## src/rtl/game_pkg.sv

```systemverilog
// game_pkg: shared definitions for the game-level blocks (game controller,
// bird physics, pipe scroller).
//   game_state_t  : 2-bit controller state, also shown on state_o
//   SCREEN_W/H    : visible area in pixels
//   DEF_CEIL_Y    : default top boundary row
//   DEF_GROUND_Y  : default bottom boundary row
package game_pkg;

    typedef enum logic [1:0] {
        ST_IDLE    = 2'd0,
        ST_PLAY    = 2'd1,
        ST_DEAD    = 2'd2,
        ST_RESTART = 2'd3
    } game_state_t;

    localparam int SCREEN_W     = 640;
    localparam int SCREEN_H     = 480;
    localparam int DEF_CEIL_Y   = 8;
    localparam int DEF_GROUND_Y = 440;

    function automatic logic [7:0] max_u8(input logic [7:0] a, input logic [7:0] b);
        return (a > b) ? a : b;
    endfunction

endpackage

```

## src/rtl/game_ctrl_if.sv

```systemverilog
// game_ctrl_if: control/feedback bundle between the game controller and the
// bird physics block.
//   enable, game_reset, collision, flap : controller -> physics
//   bird_x, bird_y                      : physics -> controller
// master = game controller, slave = bird physics.
interface game_ctrl_if;
    logic        enable;
    logic        game_reset;
    logic        collision;
    logic        flap;
    logic [10:0] bird_x;
    logic [10:0] bird_y;

    modport master (
        output enable, game_reset, collision, flap,
        input  bird_x, bird_y
    );

    modport slave (
        input  enable, game_reset, collision, flap,
        output bird_x, bird_y
    );
endinterface

```

## src/rtl/game_ctrl_hit_detect.sv

```systemverilog
// hit_detect: purely combinational bird-vs-pipe and bird-vs-boundary check.
//   bird_x, bird_y   : bird sprite top-left corner
//   pipe_x           : pipe left edge
//   gap_top, gap_bot : first and last open row of the pipe gap
//   hit              : bird overlaps the pipe body or leaves the play field
// All arithmetic is widened to 12 bits so edge sums never wrap.
module hit_detect
    import game_pkg::*;
#(
    parameter int BIRD_W   = 16,
    parameter int BIRD_H   = 16,
    parameter int PIPE_W   = 40,
    parameter int CEIL_Y   = DEF_CEIL_Y,
    parameter int GROUND_Y = DEF_GROUND_Y
) (
    input  logic [10:0] bird_x,
    input  logic [10:0] bird_y,
    input  logic [10:0] pipe_x,
    input  logic [10:0] gap_top,
    input  logic [10:0] gap_bot,
    output logic        hit
);

    logic [11:0] bx, by, px, gt, gb;
    logic        hx, hy, ceil_hit, ground_hit;

    assign bx = {1'b0, bird_x};
    assign by = {1'b0, bird_y};
    assign px = {1'b0, pipe_x};
    assign gt = {1'b0, gap_top};
    assign gb = {1'b0, gap_bot};

    // Horizontal overlap of the two rectangles.
    assign hx = (px < bx + 12'(BIRD_W)) && (bx < px + 12'(PIPE_W));
    // Bird pokes above the gap or below its last open row.
    assign hy = (by < gt) || (by + 12'(BIRD_H) > gb + 12'd1);

    assign ceil_hit   = by < 12'(CEIL_Y);
    assign ground_hit = by + 12'(BIRD_H) > 12'(GROUND_Y);

    assign hit = (hx && hy) || ceil_hit || ground_hit;

endmodule

```

## src/rtl/game_ctrl.sv

```systemverilog
// game_ctrl: game-level sequencer. Drives the bird physics controls, detects
// collisions, counts score and keeps the high score.
//   clk, reset        : frame clock, synchronous active-high reset
//   btn               : synchronised flap button (level)
//   phys              : physics control/feedback bundle (master side)
//   pipe_x            : pipe left edge
//   gap_top, gap_bot  : pipe gap rows
//   score, high_score : current (saturating) and best score since reset
//   state_o           : current state for display
// Every output comes straight from a register.
//
// state   | meaning
// --------+---------------------------------------------------------------
// IDLE    | waiting for first press; physics disabled
// PLAY    | game running; flap on each press, hit and score evaluated
// DEAD    | bird frozen; restart accepted once the dead timer has expired
// RESTART | single cycle pulsing game_reset, clears score
module game_ctrl
    import game_pkg::*;
#(
    parameter int BIRD_W      = 16,
    parameter int BIRD_H      = 16,
    parameter int PIPE_W      = 40,
    parameter int CEIL_Y      = DEF_CEIL_Y,
    parameter int GROUND_Y    = DEF_GROUND_Y,
    parameter int DEAD_CYCLES = 60
) (
    input  logic          clk,
    input  logic          reset,
    input  logic          btn,
    game_ctrl_if.master   phys,
    input  logic [10:0]   pipe_x,
    input  logic [10:0]   gap_top,
    input  logic [10:0]   gap_bot,
    output logic [7:0]    score,
    output logic [7:0]    high_score,
    output logic [1:0]    state_o
);

    localparam int CNT_W = $clog2(DEAD_CYCLES + 1);

    game_state_t state_q, state_d;
    logic             btn_q;
    logic             enable_q, enable_d;
    logic             game_reset_q, game_reset_d;
    logic             collision_q, collision_d;
    logic             flap_q, flap_d;
    logic [7:0]       score_q, score_d;
    logic [7:0]       high_score_q, high_score_d;
    logic [CNT_W-1:0] dead_cnt_q, dead_cnt_d;
    logic [11:0]      trail, trail_q, bx;
    logic             btn_edge, hit, score_ev;

    hit_detect #(
        .BIRD_W   (BIRD_W),
        .BIRD_H   (BIRD_H),
        .PIPE_W   (PIPE_W),
        .CEIL_Y   (CEIL_Y),
        .GROUND_Y (GROUND_Y)
    ) u_hit (
        .bird_x  (phys.bird_x),
        .bird_y  (phys.bird_y),
        .pipe_x  (pipe_x),
        .gap_top (gap_top),
        .gap_bot (gap_bot),
        .hit     (hit)
    );

    assign btn_edge = btn & ~btn_q;
    assign bx       = {1'b0, phys.bird_x};
    assign trail    = {1'b0, pipe_x} + 12'(PIPE_W);
    // Trailing edge crosses the bird's left edge moving left. A wrap makes
    // trail jump upward, so it can never satisfy trail < bx after trail_q >= bx.
    assign score_ev = (trail_q >= bx) && (trail < bx);

    always_ff @(posedge clk) begin
        if (reset) begin
            state_q      <= ST_IDLE;
            btn_q        <= 1'b0;
            enable_q     <= 1'b0;
            game_reset_q <= 1'b0;
            collision_q  <= 1'b0;
            flap_q       <= 1'b0;
            score_q      <= 8'd0;
            high_score_q <= 8'd0;
            dead_cnt_q   <= '0;
            trail_q      <= 12'd0;
        end else begin
            state_q      <= state_d;
            btn_q        <= btn;
            enable_q     <= enable_d;
            game_reset_q <= game_reset_d;
            collision_q  <= collision_d;
            flap_q       <= flap_d;
            score_q      <= score_d;
            high_score_q <= high_score_d;
            dead_cnt_q   <= dead_cnt_d;
            trail_q      <= trail;
        end
    end

    // Outputs are computed for the state being entered so that the
    // registered values line up with state_o.
    always_comb begin
        state_d      = state_q;
        enable_d     = 1'b0;
        game_reset_d = 1'b0;
        collision_d  = 1'b0;
        flap_d       = 1'b0;
        score_d      = score_q;
        high_score_d = high_score_q;
        dead_cnt_d   = dead_cnt_q;

        case (state_q)
            ST_IDLE: begin
                if (btn_edge) begin
                    state_d  = ST_PLAY;
                    enable_d = 1'b1;
                    flap_d   = 1'b1;
                end
            end
            ST_PLAY: begin
                enable_d = 1'b1;
                if (hit) begin
                    state_d      = ST_DEAD;
                    collision_d  = 1'b1;
                    high_score_d = max_u8(high_score_q, score_q);
                    dead_cnt_d   = '0;
                end else begin
                    flap_d = btn_edge;
                    if (score_ev && score_q != 8'hFF)
                        score_d = score_q + 8'd1;
                end
            end
            ST_DEAD: begin
                enable_d    = 1'b1;
                collision_d = 1'b1;
                if (dead_cnt_q < CNT_W'(DEAD_CYCLES))
                    dead_cnt_d = dead_cnt_q + CNT_W'(1);
                if (btn_edge && dead_cnt_q == CNT_W'(DEAD_CYCLES)) begin
                    state_d      = ST_RESTART;
                    enable_d     = 1'b0;
                    collision_d  = 1'b0;
                    game_reset_d = 1'b1;
                    score_d      = 8'd0;
                end
            end
            ST_RESTART: begin
                state_d = ST_IDLE;
            end
            default: begin
                state_d = ST_IDLE;
            end
        endcase
    end

    assign phys.enable     = enable_q;
    assign phys.game_reset = game_reset_q;
    assign phys.collision  = collision_q;
    assign phys.flap       = flap_q;
    assign score           = score_q;
    assign high_score      = high_score_q;
    assign state_o         = state_q;

endmodule
```

## src/flat_wrapper.sv

```systemverilog
// flat-port wrapper written by rule: the top's interface ports become plain ports
module game_ctrl_flat import game_pkg::*;
#(
    parameter int BIRD_W      = 16,
    parameter int BIRD_H      = 16,
    parameter int PIPE_W      = 40,
    parameter int CEIL_Y      = DEF_CEIL_Y,
    parameter int GROUND_Y    = DEF_GROUND_Y,
    parameter int DEAD_CYCLES = 60
)
  (clk, reset, btn, pipe_x, gap_top, gap_bot, score, high_score, state_o, phys_enable, phys_game_reset, phys_collision, phys_flap, phys_bird_x, phys_bird_y);
  game_ctrl_if phys_i ();
  input  logic clk;
  input  logic reset;
  input  logic btn;
  input  logic [10:0] pipe_x;
  input  logic [10:0] gap_top;
  input  logic [10:0] gap_bot;
  output logic [7:0] score;
  output logic [7:0] high_score;
  output logic [1:0] state_o;
  output wire logic [$bits(phys_i.enable)-1:0] phys_enable;
  output wire logic [$bits(phys_i.game_reset)-1:0] phys_game_reset;
  output wire logic [$bits(phys_i.collision)-1:0] phys_collision;
  output wire logic [$bits(phys_i.flap)-1:0] phys_flap;
  input wire logic [$bits(phys_i.bird_x)-1:0] phys_bird_x;
  input wire logic [$bits(phys_i.bird_y)-1:0] phys_bird_y;
  assign phys_enable = phys_i.enable;
  assign phys_game_reset = phys_i.game_reset;
  assign phys_collision = phys_i.collision;
  assign phys_flap = phys_i.flap;
  assign phys_i.bird_x = phys_bird_x;
  assign phys_i.bird_y = phys_bird_y;
  game_ctrl #(.BIRD_W(BIRD_W), .BIRD_H(BIRD_H), .PIPE_W(PIPE_W), .CEIL_Y(CEIL_Y), .GROUND_Y(GROUND_Y), .DEAD_CYCLES(DEAD_CYCLES)) u_core (.clk(clk), .reset(reset), .btn(btn), .phys(phys_i), .pipe_x(pipe_x), .gap_top(gap_top), .gap_bot(gap_bot), .score(score), .high_score(high_score), .state_o(state_o));
endmodule
```

## config.mk

```make
export PLATFORM = sky130hd
export DESIGN_NAME = game_ctrl_flat
export DESIGN_NICKNAME = d
export VERILOG_FILES = /design/src/rtl/game_pkg.sv /design/src/rtl/game_ctrl_if.sv /design/src/rtl/game_ctrl_hit_detect.sv /design/src/rtl/game_ctrl.sv /design/src/flat_wrapper.sv
export SDC_FILE = /design/constraint.sdc
export NUM_CORES = 1
export LEC_CHECK = 0
export CORE_MARGIN = 1
export CORE_UTILIZATION = 34
export DETAILED_ROUTE_END_ITERATION = 10
export GPL_ROUTABILITY_DRIVEN = 0
export SETUP_SLACK_MARGIN = 0.2
export SKIP_CTS_REPAIR_TIMING = 1
export SYNTH_ARGS = -nofsm -noshare
export SYNTH_HDL_FRONTEND = slang
export SYNTH_HIERARCHICAL = 1
export SYNTH_SLANG_ARGS = --single-unit
```

## constraint.sdc

```tcl
create_clock -name clk -period 3.49 [get_ports clk]
set_input_delay 0.349 -clock clk [delete_from_list [all_inputs] [get_ports clk]]
set_output_delay 0.349 -clock clk [all_outputs]
set_load 0.1 [all_outputs]
```

==> results.txt, run 1 <==
TNS Setup -> -0.1340 ns
Synthesized area per cell -> 8.344 um2
Worst slew pin tran -> 0.9715 ns
Layout cells sized above 1 -> 23.00%
Ports -> 80
Clk_lat worst skew -> 0.28 ns
Most frequent cells in the layout -> 78 x ha_1, 72 x buf_4, 54 x inv_1
CTS Buffer Depth -> 2
Antenna diodes -> 0
Synth Warn # -> 6
Most common cell after layout, fill and taps aside -> ha_1
Final Cycle Share -> 102.0%
RSZ-0062 raised after global routing -> yes
Failing checks -> setup timing
Top FF cell, synth -> dfxtp_1
Global-route usage over all layers -> 16.97%
Detailed placer's ending HPWL -> 8.441 mm
Asr flop ratio synth -> 0%
CTS clock-pin slew for the worst setup and hold paths -> 0.06 ns
Port bufs -> 79
Root Buffer -> clkbuf_16
Grt met2 use -> 30.85%
Critical path class -> primary input to flop
Max Slew Vio Count -> 0
Routed WL per cell -> 13.69 um
PwrDens -> 339.7 nW/um2
Number of vias per cell -> 5.119
Leak -> 2.761 nW
Worst-path fanout max -> 5
H-tree Lvls -> 2
Initial Util -> 35.14%
Fin cells -> 782
Antenna-violating nets left -> 0
Post-synthesis cell count -> 483
Max Fclk -> 280.9 MHz
Cts bufs inserted -> 5
Num Clock Sinks -> 41
Grt peak-use layer -> met2
Seq cells post-synth -> 41
Count of flip-flops with a built-in enable after synthesis -> 0
Cell Rows -> 39
Fill count -> 1081
Wire length of the first global-routing pass -> 17.51 mm
DR vias -> 4003
Grt total ovfl -> 0
CTS tree -> built
Hold WC Path Type -> primary input to flop
Net Count, Synth -> 625
Met3 global-route usage -> 2.843%
Core Area -> 11470 um2
Peak supply drop -> 0.0002812 V
First DRT Iteration DRCs -> 142
Final hold violations -> 0
Synthesized area -> 4030 um2
First drt pass iteration count -> 6
Max_cap viols -> 0
Post-synthesis cell type count -> 62
Clock skew -> 0.003558 ns
Die ar. -> 12290 um2
Final Critical Period -> 3.560 ns
Post-layout net count -> 780
WL final -> 10.71 mm
DIE WIDTH -> 110.9 um
Layout Area Growth over Synthesis -> 48.18%
Outcome -> finished, violations left
Largest net degree at the start of global routing -> 35
Worst hold margin -> 0.3501 ns
Worst slew margin -> 35.03%
Critical Path AT -> 3.75 ns
DRC errors left -> 0
Post-synthesis sequential area ratio -> 20.37%
Placed Cells -> 770
Met1 Use GR -> 20.52%
Vias in the first global route -> 3986
Die height -> 110.9 um
Startpoint types -> primary input
Initial antenna violation count -> 0
Setup crit end kind -> flop
Crit path required time -> 3.68 ns
Setup WS post-layout -> -0.07031 ns
Setup violation total in the final timing report -> 3
## Yosys cell counts (all sizes together), types with 4 or more instances
cell type  count  area, um2
ha            84       1051
inv           54      202.7
dfxtp         41      820.8
nor2          32      120.1
a21oi         31      155.2
nand3         26      130.1
nand2         25      93.84
xor2          18      157.7
xnor2         16      140.1
nand4         15      93.84
nor2b         14      87.58
o21ai         14      70.06
nand2b        10      62.56
mux2i          9      90.09
a21o           7      53.80
a211oi         6      50.05
and3           6      37.54
nor3           6      35.03
a31oi          4      25.02
o31ai          4      30.03
## flip-flops by register name, indices dropped and copies added, names as in the netlist
register	flops
u_core/dead_cnt_q	6
u_core/trail_q	12
u_core/phys.game_reset	1
u_core/score	8
u_core/phys.enable	1
u_core/high_score	8
u_core/state_o	2
u_core/btn_q	1
u_core/phys.flap	1
u_core/phys.collision	1
## report_power, final
group	total [mW]	internal, mW	switching, mW
combinational	1.04	0.422	0.616
clock	0.446	0.266	0.180
sequential	0.545	0.509	0.0355
total	2.03	1.20	0.832
## cells by family (layout without fill, tap and decap cells)
kind of cell	count (synthesis)	after routing	synth area share, %
buffers and inverters	59	215	5.681
muxes	11	11	2.794
AOI/OAI and AO/OA	98	98	16.77
xor gates and xnor gates	34	34	7.389
and+or+nand+nor	156	156	20.93
DFF	41	41	20.37
adders and majority gates	84	84	26.08
## routing by layer
metal	wire [um]	up-vias
li1	-	2060
met1	4990	1864
met2	5231	69
met3	382	10
met4	105	0
met5	0	-
## worst paths after layout
path | startpoint | end | slack [ns] | cells after the start
max reg2reg | u_core/trail_q[5]$_SDFF_PP0_ | u_core/score[3]$_SDFFE_PP0P_ | 1.10 | 7
min reg2reg | u_core/dead_cnt_q[5]$_SDFFE_PP0P_ | u_core/dead_cnt_q[5]$_SDFFE_PP0P_ | 0.46 | 2
max | gap_bot[2] | u_core/score[7]$_SDFFE_PP0P_ | -0.07 | 18
min | pipe_x[3] | u_core/trail_q[3]$_SDFF_PP0_ | 0.35 | 2
## stage by stage
stage	power [mW]	area, um2	setup WS [ns]	utilization (%)
3_3_place_gp	1.533	5558	-0.7079	48.47
6_report	2.029	5972	-0.07031	52.08
2_1_floorplan	1.196	4089	0.1142	-
5_1_grt	2.158	5972	-0.2121	52.08
3_5_place_dp	1.551	5558	-0.8902	48.47
4_1_cts	2.007	5694	-0.6314	49.66
## worst max-delay path, cell delays in order
cell	delay, ns
buf_6	0.07
and3_4	0.18
and2_4	0.17
buf_4	0.11
nand4_1	0.11
xor2_1	0.17
ha_1	0.34
nand4_1	0.16
o31ai_1	0.35
a2bb2oi_2	0.23
o31ai_4	0.08
nor3b_2	0.18
o221ai_1	0.12
o21bai_1	0.16
a41o_2	0.27
or3_4	0.38
buf_4	0.16
o41ai_2	0.17
## layout make-up
cell class	instances	area, um2	share of cell area (%)
Multi-Input combinational cell	383	3234	54.16
Timing Repair Buffer	153	1399	23.42
Inverter	54	202.7	3.394
Sequential cell	41	820.8	13.74
Tap cell	143	178.9	2.996
Clock buffer	8	136.4	2.284
(Power assumes the default switching activity.)
==> inputs of run 2 (changes only) <==
Settings changed: MAX_ROUTING_LAYER set to met4.
==> results.txt, run 2 (synthesis gave the netlist of run 1 again) <==
Critical path class -> primary input to flop
CTS Buffer Depth -> 2
Setup violation total in the final timing report -> 4
Initial antenna violation count -> 0
Critical-path top delay cell -> or3_4
Final Critical Period -> 3.569 ns
Clock skew -> 0.003980 ns
DIE WIDTH -> 110.9 um
Ports -> 80
Max Fclk -> 280.2 MHz
Core Area -> 11470 um2
Peak supply drop -> 0.0002811 V
DRC errors left -> 0
Hold WC Path Type -> primary input to flop
Worst slew pin tran -> 0.9715 ns
Startpoint types -> primary input
CP cell instances -> buf_6 > and3_4 > and2_4 > buf_4 > nand4_1 > xor2_1 > ha_1 > nand4_1 > o31ai_1 > a2bb2oi_2 > o31ai_4 > nor3b_2 > o221ai_1 > o21bai_1 > a41o_2 > or3_4 > buf_4 > o41ai_2
Fin cells -> 782
Most common cell after layout, fill and taps aside -> ha_1
Grt total ovfl -> 0
Worst-path fanout max -> 5
Worst slack at placement -> -0.8902 ns
Placed Cells -> 770
Wire length of the first global-routing pass -> 17.51 mm
Top reg by flops -> u_core/trail_q
Vias in the first global route -> 3988
Die ar. -> 12290 um2
Multi-input gate area -> 3234 um2
Routed WL per cell -> 13.68 um
Critical Path Max Stage Delay -> 0.38 ns
Most frequent cells in the layout -> 78 x ha_1, 72 x buf_4, 54 x inv_1
Max_cap viols -> 0
RSZ-0062 raised after global routing -> yes
Root Buffer -> clkbuf_16
Antenna-violating nets left -> 0
Worst slew margin -> 35.03%
H-tree Lvls -> 2
First drt pass iteration count -> 6
Antenna diodes -> 0
Detailed placer's ending HPWL -> 8.441 mm
CTS tree -> built
Initial Util -> 35.14%
DR vias -> 3972
Outcome -> finished, violations left
First DRT Iteration DRCs -> 141
Post-layout net count -> 780
Layout Area Growth over Synthesis -> 48.18%
Global-route usage over all layers -> 17.44%
PwrDens -> 339.9 nW/um2
Fill count -> 1081
Cts bufs inserted -> 5
Final Cycle Share -> 102.3%
Number of vias per cell -> 5.079
Clk_lat worst skew -> 0.29 ns
Setup WS post-layout -> -0.07918 ns
Largest net degree at the start of global routing -> 35
Max reg flops -> 12
Num Clock Sinks -> 41
WL final -> 10.69 mm
Die height -> 110.9 um
Pwr Total -> 2.030 mW
CTS clock-pin slew for the worst setup and hold paths -> 0.06 ns
Core Util, Final -> 52.08%
Register area -> 820.8 um2
Cell Rows -> 39
Failing checks -> setup timing
Leak -> 2.761 nW
Port bufs -> 79
Final hold violations -> 0
Max Slew Vio Count -> 0
Setup crit end kind -> flop
Layout cells sized above 1 -> 23.00%
Critical Path AT -> 3.76 ns
Crit path required time -> 3.68 ns
## run 2: critical path, delay by kind of cell
family / cells / cell delay, ns
adder cells (fa/ha/maj): 1 / 0.34
buffers and inverters: 3 / 0.34
XOR/XNOR: 1 / 0.17
AND/OR/NAND/NOR: 6 / 1.19
AO/OA/AOI/OAI: 7 / 1.39
## run 2: final timing paths
check / start / end / slack, ns / depth (start not counted)
setup / recovery: gap_bot[2] / u_core/score[7]$_SDFFE_PP0P_ / -0.08 / 18
hold / removal: pipe_x[3] / u_core/trail_q[3]$_SDFF_PP0_ / 0.35 / 2
setup reg to reg: u_core/trail_q[5]$_SDFF_PP0_ / u_core/score[3]$_SDFFE_PP0P_ / 1.11 / 7
hold reg to reg: u_core/dead_cnt_q[5]$_SDFFE_PP0P_ / u_core/dead_cnt_q[5]$_SDFFE_PP0P_ / 0.46 / 2
## run 2: layout make-up
type                    instances  share of cell area [%]
multi-input cells             383                   54.16
repair buffers                153                   23.42
flip-flops and latches         41                   13.74
inverters                      54                   3.394
well taps                     143                   2.996
clock buffers                   8                   2.284
## run 2: power breakdown
group | total, mW | switching, mW | internal (mW) | leakage [nW]
Clock | 0.447 | 0.181 | 0.266 | 0.0652
Sequential | 0.544 | 0.0351 | 0.509 | 0.335
Combinational | 1.04 | 0.616 | 0.422 | 2.36
Total | 2.03 | 0.833 | 1.20 | 2.76
## run 2: through the flow
step / hold slack, ns / setup TNS, ns / cell area [um2]
2_1_floorplan: 0.4214 / 0 / 4089
3_3_place_gp: 0.4479 / -10.83 / 5558
3_5_place_dp: 0.4545 / -13.89 / 5558
4_1_cts: 0.4656 / -7.176 / 5694
5_1_grt: 0.3723 / -0.8656 / 5972
6_report: 0.3494 / -0.1585 / 5972
## run 2: metal layers
metal  up-vias  wire length [um]  GRT usage, %
met2        62              5226         30.85
met3        10               350         2.843
met1      1843              5011         20.48
met4         0               106         4.356
li1       2057                 -             -
met5         -                 0             -
